<file path="config.mk">
export PLATFORM = sky130hd
export DESIGN_NAME = vlc_blk_sched
export DESIGN_NICKNAME = d
export VERILOG_FILES = /design/src/rtl/vlc_blk_sched_pkg.sv /design/src/rtl/vlc_blk_sched_mcu_cnt.sv /design/src/rtl/vlc_blk_sched.sv
export SDC_FILE = /design/constraint.sdc
export NUM_CORES = 1
export LEC_CHECK = 0
export BUFFER_PORTS_ARGS = -buffer_cell sky130_fd_sc_hd__buf_4
export CORE_MARGIN = 1
export CORE_UTILIZATION = 60
export DETAILED_ROUTE_END_ITERATION = 10
export MAX_ROUTING_LAYER = met4
export PLACE_DENSITY = 0.84
export SETUP_SLACK_MARGIN = 0.4
export SLEW_MARGIN = 20
export SYNTH_ARGS = -nofsm -noshare
export SYNTH_HDL_FRONTEND = slang
export SYNTH_SLANG_ARGS = --single-unit
</file>
<file path="constraint.sdc">
create_clock -name clk -period 5 [get_ports clk]
set_clock_uncertainty 0.1 [all_clocks]
set_input_delay 1.25 -clock clk [delete_from_list [all_inputs] [get_ports clk]]
set_output_delay 1.25 -clock clk [all_outputs]
set_load 0.005 [all_outputs]
</file>
<file path="src/rtl/vlc_blk_sched_pkg.sv">
// Shared types and defaults for the VLC block scheduler: FSM encoding, timing defaults
// and the block-index to component-select decode.
package vlc_blk_sched_pkg;

    typedef enum logic [2:0] {
        StIdle,
        StWait,
        StIssue,
        StGap,
        StDone
    } sched_state_e;

    localparam int unsigned BlkLenDef      = 64;
    localparam int unsigned GapCycDef      = 2;
    localparam int unsigned YPerMcuDef     = 4;
    localparam int unsigned McuPerFrameDef = 512;

    // Component selects packed as {v, u, y}
    localparam logic [2:0] SelY = 3'b001;
    localparam logic [2:0] SelU = 3'b010;
    localparam logic [2:0] SelV = 3'b100;

    function automatic logic [2:0] comp_sel(input logic [2:0] idx, input int unsigned y_per_mcu);
        if (32'(idx) < y_per_mcu) begin
            return SelY;
        end else if (32'(idx) == y_per_mcu) begin
            return SelU;
        end
        return SelV;
    endfunction

endpackage

</file>
<file path="src/rtl/vlc_blk_sched_mcu_cnt.sv">
// Block-in-MCU index and MCU counter with saturation; flags the final V block of the frame.
module vlc_mcu_cnt
    import vlc_blk_sched_pkg::*;
#(
    parameter int unsigned Y_PER_MCU     = YPerMcuDef,
    parameter int unsigned MCU_PER_FRAME = McuPerFrameDef
) (
    input  logic       clk_i,
    input  logic       rst_ni,
    input  logic       clear_i,
    input  logic       advance_i,
    output logic [2:0] blk_idx_o,
    output logic [9:0] mcu_count_o,
    output logic       last_blk_o
);

    localparam logic [2:0] LastIdx = 3'(Y_PER_MCU + 1);
    localparam logic [9:0] McuMax  = 10'(MCU_PER_FRAME);

    logic [2:0] blk_idx_q, blk_idx_d;
    logic [9:0] mcu_count_q, mcu_count_d;

    always_comb begin
        blk_idx_d   = blk_idx_q;
        mcu_count_d = mcu_count_q;
        if (clear_i) begin
            blk_idx_d   = '0;
            mcu_count_d = '0;
        end else if (advance_i) begin
            if (blk_idx_q == LastIdx) begin
                blk_idx_d = '0;
                if (mcu_count_q != McuMax) begin
                    mcu_count_d = mcu_count_q + 10'd1;
                end
            end else begin
                blk_idx_d = blk_idx_q + 3'd1;
            end
        end
    end

    always_ff @(posedge clk_i or negedge rst_ni) begin
        if (!rst_ni) begin
            blk_idx_q   <= '0;
            mcu_count_q <= '0;
        end else begin
            blk_idx_q   <= blk_idx_d;
            mcu_count_q <= mcu_count_d;
        end
    end

    assign blk_idx_o   = blk_idx_q;
    assign mcu_count_o = mcu_count_q;
    assign last_blk_o  = (blk_idx_q == LastIdx) && (mcu_count_q == 10'(MCU_PER_FRAME - 1));

endmodule

</file>
<file path="src/rtl/vlc_blk_sched.sv">
// Feeds 8x8 zigzag blocks into the VLC in 4:2:0 MCU order with a guaranteed eob gap.
// Optional stall counter output enabled by defining VLC_SCHED_STATS_EN.
module vlc_blk_sched
    import vlc_blk_sched_pkg::*;
#(
    parameter int unsigned BLK_LEN       = BlkLenDef,
    parameter int unsigned GAP_CYC       = GapCycDef,
    parameter int unsigned Y_PER_MCU     = YPerMcuDef,
    parameter int unsigned MCU_PER_FRAME = McuPerFrameDef
) (
    input  logic        clk,
    input  logic        nrst,
    input  logic        frame_start,
    input  logic        blk_rdy,
    input  logic        pk_ready,
    output logic        rd_en,
    output logic [5:0]  rd_addr,
    output logic        blk_release,
    output logic        den,
    output logic        lumenb_in,
    output logic        chromenb_uin,
    output logic        chromenb_vin,
    output logic [2:0]  blk_idx,
    output logic [9:0]  mcu_count,
    output logic        busy,
`ifdef VLC_SCHED_STATS_EN
    output logic [15:0] stall_cycles,
`endif
    output logic        frame_done
);

    localparam logic [5:0] LastAddr = 6'(BLK_LEN - 1);
    localparam logic [7:0] LastGap  = 8'(GAP_CYC - 1);

    sched_state_e state_q, state_d;
    logic         rd_en_q, rd_en_d;
    logic [5:0]   rd_addr_q, rd_addr_d;
    logic [7:0]   gap_cnt_q, gap_cnt_d;
    logic [2:0]   sel_q, sel_d;
    logic         den_q, den_d;
    logic         release_q, release_d;
    logic         busy_q, busy_d;
    logic         frame_done_q, frame_done_d;
    logic         cnt_clear, cnt_advance, last_blk;
`ifdef VLC_SCHED_STATS_EN
    logic [15:0]  stall_q, stall_d;
`endif

    vlc_mcu_cnt #(
        .Y_PER_MCU     (Y_PER_MCU),
        .MCU_PER_FRAME (MCU_PER_FRAME)
    ) u_mcu_cnt (
        .clk_i       (clk),
        .rst_ni      (nrst),
        .clear_i     (cnt_clear),
        .advance_i   (cnt_advance),
        .blk_idx_o   (blk_idx),
        .mcu_count_o (mcu_count),
        .last_blk_o  (last_blk)
    );

    always_comb begin
        state_d      = state_q;
        rd_en_d      = 1'b0;
        rd_addr_d    = rd_addr_q;
        gap_cnt_d    = gap_cnt_q;
        sel_d        = sel_q;
        frame_done_d = frame_done_q;
        cnt_clear    = 1'b0;
        cnt_advance  = 1'b0;
        unique case (state_q)
            StIdle: begin
                if (frame_start) begin
                    state_d   = StWait;
                    cnt_clear = 1'b1;
                    // Selects become valid on entering WAIT so they are one-hot whenever busy
                    sel_d     = comp_sel(3'd0, Y_PER_MCU);
                end
            end
            StWait: begin
                if (blk_rdy && pk_ready) begin
                    state_d   = StIssue;
                    rd_en_d   = 1'b1;
                    rd_addr_d = '0;
                    sel_d     = comp_sel(blk_idx, Y_PER_MCU);
                end
            end
            StIssue: begin
                if (rd_addr_q == LastAddr) begin
                    state_d   = StGap;
                    gap_cnt_d = '0;
                end else begin
                    rd_en_d   = 1'b1;
                    rd_addr_d = rd_addr_q + 6'd1;
                end
            end
            StGap: begin
                if (gap_cnt_q == LastGap) begin
                    cnt_advance  = 1'b1;
                    state_d      = last_blk ? StDone : StWait;
                    frame_done_d = last_blk;
                end else begin
                    gap_cnt_d = gap_cnt_q + 8'd1;
                end
            end
            StDone: begin
                if (frame_start) begin
                    state_d      = StWait;
                    cnt_clear    = 1'b1;
                    frame_done_d = 1'b0;
                end
            end
            default: state_d = StIdle;
        endcase

        den_d     = rd_en_q;
        release_d = den_q && !rd_en_q;
        busy_d    = (state_d == StWait) || (state_d == StIssue) || (state_d == StGap);

`ifdef VLC_SCHED_STATS_EN
        stall_d = stall_q;
        if (cnt_clear) begin
            stall_d = '0;
        end else if (state_q == StWait && !(blk_rdy && pk_ready) && stall_q != 16'hFFFF) begin
            stall_d = stall_q + 16'd1;
        end
`endif
    end

    always_ff @(posedge clk or negedge nrst) begin
        if (!nrst) begin
            state_q      <= StIdle;
            rd_en_q      <= 1'b0;
            rd_addr_q    <= '0;
            gap_cnt_q    <= '0;
            sel_q        <= '0;
            den_q        <= 1'b0;
            release_q    <= 1'b0;
            busy_q       <= 1'b0;
            frame_done_q <= 1'b0;
`ifdef VLC_SCHED_STATS_EN
            stall_q      <= '0;
`endif
        end else begin
            state_q      <= state_d;
            rd_en_q      <= rd_en_d;
            rd_addr_q    <= rd_addr_d;
            gap_cnt_q    <= gap_cnt_d;
            sel_q        <= sel_d;
            den_q        <= den_d;
            release_q    <= release_d;
            busy_q       <= busy_d;
            frame_done_q <= frame_done_d;
`ifdef VLC_SCHED_STATS_EN
            stall_q      <= stall_d;
`endif
        end
    end

    assign rd_en        = rd_en_q;
    assign rd_addr      = rd_addr_q;
    assign den          = den_q;
    assign blk_release  = release_q;
    assign lumenb_in    = sel_q[0];
    assign chromenb_uin = sel_q[1];
    assign chromenb_vin = sel_q[2];
    assign busy         = busy_q;
    assign frame_done   = frame_done_q;
`ifdef VLC_SCHED_STATS_EN
    assign stall_cycles = stall_q;
`endif

endmodule

</file>
# Word-level counts from Yosys, hierarchy flattened
# Index checks and enable logic that the tools add are counted.
dict set report word_totals {
  reg_bits 38
  in_bits 5
  out_inout_bits 27
}
dict set report classes {
  add_sub_neg 4
  n_lt_le_gt_ge 1
  n_eq_ne 20
  n_mux 39
  n_reduce_logical 20
}
# operator n
set ops {}
lappend ops {{two-way mux 10 bit} 4}
lappend ops {{two-way mux 3 bit} 13}
lappend ops {{two-way mux 8 bit} 2}
lappend ops {{case mux 8 bit (2 select lines)} 1}
lappend ops {{AND reduction 3 bit} 5}
lappend ops {{!= test 2 bit, second input constant} 7}
lappend ops {{nonzero test 2 bit} 7}
lappend ops {{== test 3 x 2 -> 1 bit, second input constant} 4}
lappend ops {{two-way mux 1 bit} 12}
lappend ops {{two-way mux 6 bit} 2}
lappend ops {{case mux 3 bit (4 select lines)} 1}
lappend ops {{case mux 6 bit (2 select lines)} 1}
lappend ops {{adder 10 x 1 -> 10 bit, second input constant} 1}
lappend ops {{== test 10 x 9 -> 1 bit, second input constant} 1}
lappend ops {{!= test 10 bit, second input constant} 1}
lappend ops {{== test 3 bit, second input constant} 3}
lappend ops {{adder 8 x 1 -> 8 bit, second input constant} 1}
lappend ops {{== test 8 x 1 -> 1 bit, second input constant} 1}
lappend ops {{adder 6 x 1 -> 6 bit, second input constant} 1}
lappend ops {{== test 3 x 1 -> 1 bit, second input constant} 2}
lappend ops {{== test 6 bit, second input constant} 1}
lappend ops {{case mux 3 bit (2 select lines)} 1}
lappend ops {{case mux 1 bit (2 select lines)} 2}
lappend ops {{adder 3 x 1 -> 3 bit, second input constant} 1}
lappend ops {{6 further kinds} 9}

# Depth between registers and ports, before layout
# Gate-level depths: netlist of run 1.
dict set report depth {
  depth_word 8
  ltp_mapped 7
  mapped_depth_nobuf 6
}

# Hierarchy
# A second synthesis of run 1 with hierarchy kept.
dict set report hier_totals {
  cells_unflattened 192
  area_unflattened_um2 1944.4
}
# module n_inst cells_per_inst area_each_um2
set modules_own_cells {}
lappend modules_own_cells {vlc_blk_sched 1 120 1257.5}
lappend modules_own_cells {vlc_mcu_cnt 1 72 686.9}

# Worst setup path after synthesis of run 1
# No wires, ideal clock.
dict set report synth_path {
  path_type {in2reg}
  from {in blk_rdy}
  to {reg sel_q[0]}
  arrival_time_ns 2.090
  required_time_ns 4.775
  path_slack_ns 2.686
  stages 3
  path_cell_list {nand3_1 -> a21boi_1 -> mux2_2}
}
dict set report synth_between {
  elab_chain_len 3
}
# item line_no
set synth_lines {}
lappend synth_lines {{from (decl)} vlc_blk_sched.sv:14} ;# input logic blk_rdy,
lappend synth_lines {{logical AND 1 bit} vlc_blk_sched.sv:81} ;# if (blk_rdy && pk_ready) begin
lappend synth_lines {{!= test 2 bit (no source line)} -}
lappend synth_lines {{AND reduction 3 bit (no source line)} -}
lappend synth_lines {{to (signal assigned)} vlc_blk_sched.sv:149} ;# sel_q <= sel_d;
lappend synth_lines {{to (decl)} vlc_blk_sched.sv:39} ;# logic [2:0] sel_q, sel_d;
# No other way between the ends.
# A chain may end at the register's enable or synchronous reset.

# Final worst setup path of run 1
dict set report layout_path {
  from {reg gap_cnt_q[1]}
  to {reg u_mcu_cnt.mcu_count_q[2] (netlist: u_mcu_cnt.mcu_count_o[2])}
}
dict set report layout_between {
  elab_chain_len 5
}
# item line_no
set layout_lines {}
lappend layout_lines {{from (decl)} vlc_blk_sched.sv:38} ;# logic [7:0] gap_cnt_q, gap_cnt_d;
lappend layout_lines {{from (signal assigned)} vlc_blk_sched.sv:148} ;# gap_cnt_q <= gap_cnt_d;
lappend layout_lines {{== test 8 x 1 -> 1 bit} vlc_blk_sched.sv:98} ;# if (gap_cnt_q == LastGap) begin
lappend layout_lines {{two-way mux 1 bit} vlc_blk_sched.sv:98}
lappend layout_lines {{two-way mux 1 bit} vlc_blk_sched.sv:71} ;# unique case (state_q)
lappend layout_lines {{nonzero test 2 bit (no source line)} -}
lappend layout_lines {{AND reduction 3 bit (no source line)} -}
lappend layout_lines {{to (signal assigned)} vlc_blk_sched_mcu_cnt.sv:47} ;# mcu_count_q <= mcu_count_d;
lappend layout_lines {{to (decl)} vlc_blk_sched_mcu_cnt.sv:21} ;# logic [9:0] mcu_count_q, mcu_count_d;
# No other way between the ends.

==> metrics.cfg, run 1 <==
[final_layout]
layout-drive-gt1-share = 0.201
nNetsFinal = 243
final_util = 0.752
diodes = 0
syn2layout_area_growth_pct = 17.6

[worst_setup_path]
worstPathArrival_ns = 2.58
cp-end-kind = register
required_ns = 5.18
worstPathCellList = inv_1 -> ha_1 -> nor3b_2 -> nand4_1 -> or4_1 -> a21oi_1
cp_num_buf_inv = 1
critical-path-max-stage-delay_ns = 0.61
critPathSlowestCell = or4_1
worst_path_dominant_cell_family = simple AND/OR/NAND/NOR gates
critPathMaxFanout = 14
path_class = reg -> reg
cp-start-kind = register

[clock_tree]
clockBufferDepth = 2
cts_root_buffer = clkbuf_4
numCtsBuffers = 5
htree_num_levels = 2
cts.sink_count = 38
hold_buffers = 0
cts_resized = 0
cts_setup_buffers = 0
cts_tree = yes
clk_latency_ns = 0.36
clkSlewWorstSetupHoldPaths_ns = 0.12

[power]
p_comb_frac = 0.280
switching_share = 0.345
power.density_mw_per_mm2 = 394
netSwitchingPower_w = 0.000315
p_seq_frac = 0.488
intPower_w = 0.000597
fin_total_pwr_w = 0.000912
clkPwrFrac = 0.231
ir_drop_mv = 0.286
p_leak_nw = 1.06

[drt]
vias = 1684
drc = 0
drtPass1Iterations = 4
totalWireLength_um = 4320
wire_per_inst_um = 15.6
via_per_inst = 6.06
first_iter_violations = 81
ant_nets = 0

[place]
place.gp.congestion = 0.828
place_hpwl_um = 3090
port_buffers = 31

[die]
row_count = 20
die_width_um = 59.3
ios = 32
start_util = 0.639
die_area_mm2 = 0.00351
core_mm2 = 0.00308
die_y_um = 59.3

[synthesis]
synth_cell_type_count = 44
synth_area_per_cell_um2 = 9.88
synth.yosys.warnings = 0
syn_area_mm2 = 0.00197
synthesis.nets = 209
synth_seq_cells = 38
synth-async-reset-ratio = 1.00
synth_cells = 199
synth_ff_type = dfrtp_1
synth_edf_count = 0
synth-seq-area-share = 0.483

[timing]
report.final.slew_viol_count = 0
rsz0062_at_grt = no
post-route-min-period_ns = 2.40
fin_crit_sh = 0.480
fmax_ghz = 0.417
worstMarginPinSlew_ns = 0.744
timing.slew.headroom = 0.500
hold_viol_final = 0
hold_ws_ns = 0.344
setup_viol = 0
fin_tns_setup_ns = 0

[grt]
grt_start_max_net_pins = 39
grt_pass1_wl_um = 7130
grt_most_used_layer = met2
grtUsageMet2 = 0.461
grt_overflow = 0
grt_usage = 0.286
grt_pass1_vias = 1592
grt_use_met3 = 0.0480
grtUsageMet1 = 0.343
antenna_found_initial = 0

[run]
cap_violations = 0

[outcome]
status = finished, final reports clean

[worst_hold_path]
hold_class = reg -> reg

-- worst reg2reg max path, delay by kind of cell, from the launching register on --
kind,cells,cell delay (ns)
AO/OA/AOI/OAI,1,0.16
adder cells (fa/ha/maj),1,0.16
buffers and inverters,1,0.07
flip-flops,1,0.43
AND/OR/NAND/NOR,3,1.40
-- cell families (layout without fill, tap and decap cells) --
group,count (synthesis),after routing,synth area share
buffers and inverters,12,47,0.0248
muxes,4,4,0.0223
xor gates and xnor gates,8,8,0.0356
and+or+nand+nor,93,93,0.287
AOI/OAI and AO/OA,39,39,0.115
DFF,38,38,0.483
adders and majority gates,5,5,0.0318
-- state kept, by name, summed over array words and instances, names as in the netlist --
signal	cells
frame_done	1
rd_en	1
sel_q	3
gap_cnt_q	8
u_mcu_cnt.blk_idx_o	3
blk_release	1
den	1
rd_addr	6
state_q	3
u_mcu_cnt.mcu_count_o	10
busy	1
-- synth_stat cells (2+ instances only) --
cell       n  area share
dfrtp_1   38        0.48
nand2_1   14       0.027
nand4_1    8       0.025
nor3b_2    2       0.013
o21ai_0   10       0.025
inv_1      8       0.015
o21ai_1    3      0.0076
nor2_1    11       0.021
or4_1      6       0.023
buf_2      3      0.0076
nand2b_1   3      0.0095
ha_1       5       0.032
or3b_1     2      0.0089
nand3_1   15       0.038
and4_1     3       0.013
and3b_1    2      0.0089
mux2_2     3       0.017
nor3_1     3      0.0076
a31oi_1    2      0.0064
or3_1      6       0.019
nor4_1     3      0.0095
and3_1     4       0.013
o31ai_1    3       0.011
a21oi_1   14       0.036
o211ai_1   3       0.011
xor2_1     7       0.031
-- path summary, 6_finish.rpt --
| path | slack (ns) | from | end | cells past startpoint |
|---|---|---|---|---|
| min in group asynchronous | 0.73 | nrst | gap_cnt_q[6]$_DFFE_PN0P_ | 1 |
| hold / removal | 0.34 | rd_en$_DFF_PN0_ | den$_DFF_PN0_ | 0 |
| hold reg to reg | 0.34 | rd_en$_DFF_PN0_ | den$_DFF_PN0_ | 0 |
| setup / recovery | 2.60 | gap_cnt_q[1]$_DFFE_PN0P_ | u_mcu_cnt.mcu_count_o[2]$_DFFE_PN0P_ | 6 |
| max in group asynchronous | 3.73 | nrst | state_q[2]$_DFF_PN0_ | 1 |
| setup reg to reg | 2.60 | gap_cnt_q[1]$_DFFE_PN0P_ | u_mcu_cnt.mcu_count_o[2]$_DFFE_PN0P_ | 6 |
-- cell usage in the layout (no fill, tap or decap), drive strengths merged, types with 2 or more instances in the layout --
master	netlist	final
or4	6	6
nand2b	3	3
xor2	7	7
o211ai	3	3
and3	4	4
mux2	3	3
and2	2	2
nor3b	3	3
dfrtp	38	38
o21ai	14	14
nand2	14	14
clkbuf	1	5
and3b	2	2
nor2	11	11
nor4	4	4
and4	3	3
nor3	3	3
a31oi	2	2
or3b	3	3
clkinv	0	2
nand4	8	8
inv	8	8
ha	5	5
or3	6	6
o31ai	3	3
nand3	15	15
buf	3	31
a21oi	14	14
-- layout make-up --
type	count	area, um2
clock inverter	3	40.0
tap	44	55.1
multi-input combinational	149	967
sequential	38	951
fill	226	764
inverter	8	30.0
clock buffer	5	37.5
timing repair buffer	31	233
-- per-stage QoR --
step / instances / worst slack [ns] / area, um2
after floorplan: 199 / 2.69 / 1970
after detailed placement: 270 / 2.24 / 2240
after global routing: 278 / 2.44 / 2310
after global placement: 270 / 2.33 / 2240
final: 278 / 2.60 / 2310
after CTS: 278 / 2.62 / 2310
-- power by group through the flow --
stage | logic, W | clock network, W | registers [W]
3_5_place_dp | 0.000259 | 0 | 0.000450
2_1_floorplan | 0.000167 | 0 | 0.000428
5_1_grt | 0.000283 | 0.000226 | 0.000456
3_3_place_gp | 0.000251 | 0 | 0.000442
4_1_cts | 0.000259 | 0.000215 | 0.000444
6_report | 0.000256 | 0.000211 | 0.000445
-- metal layers --
| metal | share of wire | up-vias | wire, um |
|---|---|---|---|
| li1 | - | 807 | - |
| met1 | 0.44 | 819 | 1910 |
| met2 | 0.49 | 48 | 2130 |
| met3 | 0.046 | 10 | 198 |
| met4 | 0.022 | 0 | 94 |
| met5 | 0 | - | 0 |
Note: power is estimated with default switching activity, not from simulation.
==> inputs of run 2 (changes only) <==
CORE_UTILIZATION = 56   (was 60)
PLACE_DENSITY = 0.79   (was 0.84)
clock period = 2.3 ns   (was 5 ns; I/O delays follow)
==> run 2 against run 1 <==
  * Via count up 5.8%
  * Maximum frequency up 23%
  * Utilization up 1.3 points
  * Setup slack worse by 2.3 ns
  * First-iteration DRC count up 110%
  * Final cell count up 8.3%
  * Global-route usage down 1.8 points
  * Non-clock buffer count up 21
  * Critical path type unchanged
  * Critical endpoint is now u_mcu_cnt.mcu_count_o[6]$_DFFE_PN0P_
  * Largest cell class unchanged
  * Highest routed layer unchanged
==> metrics.cfg, run 2 (synthesis gave the netlist of run 1 again) <==
[outcome]
status = finished, final reports clean

[clock_tree]
numCtsBuffers = 5  ; unchanged
cts_tree = yes
htree_num_levels = 2  ; unchanged
cts_root_buffer = clkbuf_4
cts.sink_count = 38  ; unchanged
clkSlewWorstSetupHoldPaths_ns = 0.13  ; about the same
clockBufferDepth = 2  ; unchanged
clk_latency_ns = 0.35  ; about the same

[worst_setup_path]
r2r_start = gap_cnt_q[1]$_DFFE_PN0P_
cp-start-kind = register
crit_end = u_mcu_cnt.mcu_count_o[6]$_DFFE_PN0P_
path_class = reg -> reg
cp_num_buf_inv = 2  ; +1
critPathSlowestCell = or4_1
r2r_slack_ns = 0.35  ; -2.25 ns
crit_start = gap_cnt_q[1]$_DFFE_PN0P_
worstPathArrival_ns = 2.12  ; -0.46 ns
crit_cells = 7  ; +1
critical-path-max-stage-delay_ns = 0.45  ; -0.16 ns
worstPathCellList = inv_1 -> ha_1 -> nor3b_4 -> buf_6 -> nand4_1 -> or4_1 -> a21oi_1
rr_endpoint = u_mcu_cnt.mcu_count_o[6]$_DFFE_PN0P_
worst_path_dominant_cell_family = simple AND/OR/NAND/NOR gates
critPathMaxFanout = 4  ; -10
cp-end-kind = register
required_ns = 2.47  ; -2.71 ns
ff2ff_path_depth = 7  ; +1

[final_layout]
final_cell_mix = buf_4, dfrtp_1, nand2_1
layout-drive-gt1-share = 0.310  ; +0.109
diodes = 0  ; unchanged
layout_commonest_cell = buf_4
syn2layout_area_growth_pct = 30.8
nNetsFinal = 264  ; +8.6%
final.fill_count = 225  ; -0.44%
largest_register_ffs = 10  ; unchanged

[drt]
ant_nets = 0  ; unchanged
first_iter_violations = 173  ; +110%
totalWireLength_um = 4620  ; +6.8%
via_per_inst = 5.92  ; -2.3%
drc = 0  ; unchanged
vias = 1781  ; +5.8%
wire_per_inst_um = 15.3  ; -1.3%
drtPass1Iterations = 4  ; unchanged

[power]
ir_drop_mv = 0.632  ; +120%
power.density_mw_per_mm2 = 878  ; +120%
p_leak_nw = 1.17  ; +11%
fin_total_pwr_w = 0.00226  ; +150%

[timing]
timing.slew.headroom = 0.683  ; +0.183
rsz0062_at_grt = yes
worstMarginPinSlew_ns = 0.475  ; -0.269 ns
post-route-min-period_ns = 1.95  ; -0.447 ns
report.final.slew_viol_count = 0  ; unchanged
fmax_ghz = 0.512  ; +23%
hold_viol_final = 0  ; unchanged
setup_viol = 0  ; unchanged
fin_crit_sh = 0.849  ; +0.369
fin_tns_setup_ns = 0  ; unchanged

[place]
place.gp.congestion = 0.829  ; about the same
port_buffers = 31  ; unchanged
place_hpwl_um = 3120  ; +0.96%

[die]
start_util = 0.585  ; -0.0542
die_area_mm2 = 0.00375  ; +6.9%
ios = 32  ; unchanged
die_width_um = 61.3  ; +3.4%
die_y_um = 61.3  ; +3.4%
core_mm2 = 0.00336  ; +9.3%
row_count = 21  ; +5.0%

[grt]
grt_usage = 0.268  ; -0.0177
antenna_found_initial = 0  ; unchanged
grt_pass1_wl_um = 7100  ; -0.38%
grt_start_max_net_pins = 39  ; unchanged
grt_overflow = 0  ; unchanged
grt_pass1_vias = 1581  ; -0.69%

[worst_hold_path]
hold_class = in -> async

[run]
cap_violations = 0  ; unchanged

[run 2: cell types whose count changed in the layout (fill, tap and decap cells not counted), sizes merged]
cell	change
clkinv	-1
buf	+21
bufinv	+1
[run 2: area by class of cell]
cell class / count / area [um2] / share of cell area
Multi-Input combinational cell: 149 / 1030 / 0.399
Sequential cell: 38 / 953 / 0.371
Timing Repair Buffer: 52 / 398 / 0.155
Clock inverter: 3 / 68.8 / 0.0268
Tap cell: 46 / 57.6 / 0.0224
Clock buffer: 5 / 37.5 / 0.0146
Inverter: 8 / 30.0 / 0.0117
[run 2: worst min path at each step]
stage          slack [ns]                              endpoint            start  cells after the start
5_1_grt              0.08  u_mcu_cnt.mcu_count_o[3]$_DFFE_PN0P_             nrst                      1
2_1_floorplan        0.18                 blk_release$_DFF_PN0_             nrst                      0
3_3_place_gp         0.29                         den$_DFF_PN0_  rd_en$_DFF_PN0_                      0
3_5_place_dp         0.30                         den$_DFF_PN0_  rd_en$_DFF_PN0_                      0
4_1_cts              0.07  u_mcu_cnt.mcu_count_o[3]$_DFFE_PN0P_             nrst                      1
6_report             0.06  u_mcu_cnt.mcu_count_o[3]$_DFFE_PN0P_             nrst                      1
[run 2: routing by layer]
metal	GRT usage	routed length (um)	up-vias	part of all wire
met1	0.325	1970	885	0.43
li1	-	-	849	-
met2	0.427	2410	38	0.52
met3	0.0714	164	9	0.036
met4	0.104	73	0	0.016
met5	-	0	-	0
[run 2: worst register-to-register path, delay by kind of cell (launching register included)]
| family | cells | cell delay [ns] |
|---|---|---|
| buf+inv | 2 | 0.19 |
| flops | 1 | 0.41 |
| compound gates | 1 | 0.17 |
| fa+ha+maj | 1 | 0.15 |
| simple gates | 3 | 0.85 |
[run 2: what timing repair did]
action / in CTS / in global routing
endpoints found under the hold margin: 0 / 0
resized for setup: 6 / 12
pin swaps: 6 / 7
hold buffers: 0 / 0
setup buffers: 11 / 3
endpoints found under the setup margin: 13 / 10
[run 2: report_power, final]
group	switching [W]	internal (W)
sequential	0.000167	0.000802
combinational	0.000341	0.000377
clock	0.000231	0.000340
total	0.000739	0.00152
[run 2: stage by stage]
stage          hold WS, ns  cell area [um2]  worst slack (ns)   util  instances
3_5_place_dp         0.301             2290            0.0946  0.681        279
5_1_grt             0.0828             2570             0.256  0.765        301
4_1_cts             0.0748             2500             0.362  0.743        298
6_report            0.0586             2570             0.348  0.765        301
3_3_place_gp         0.289             2290             0.293  0.681        279
2_1_floorplan        0.179             1970             0.455      -        199
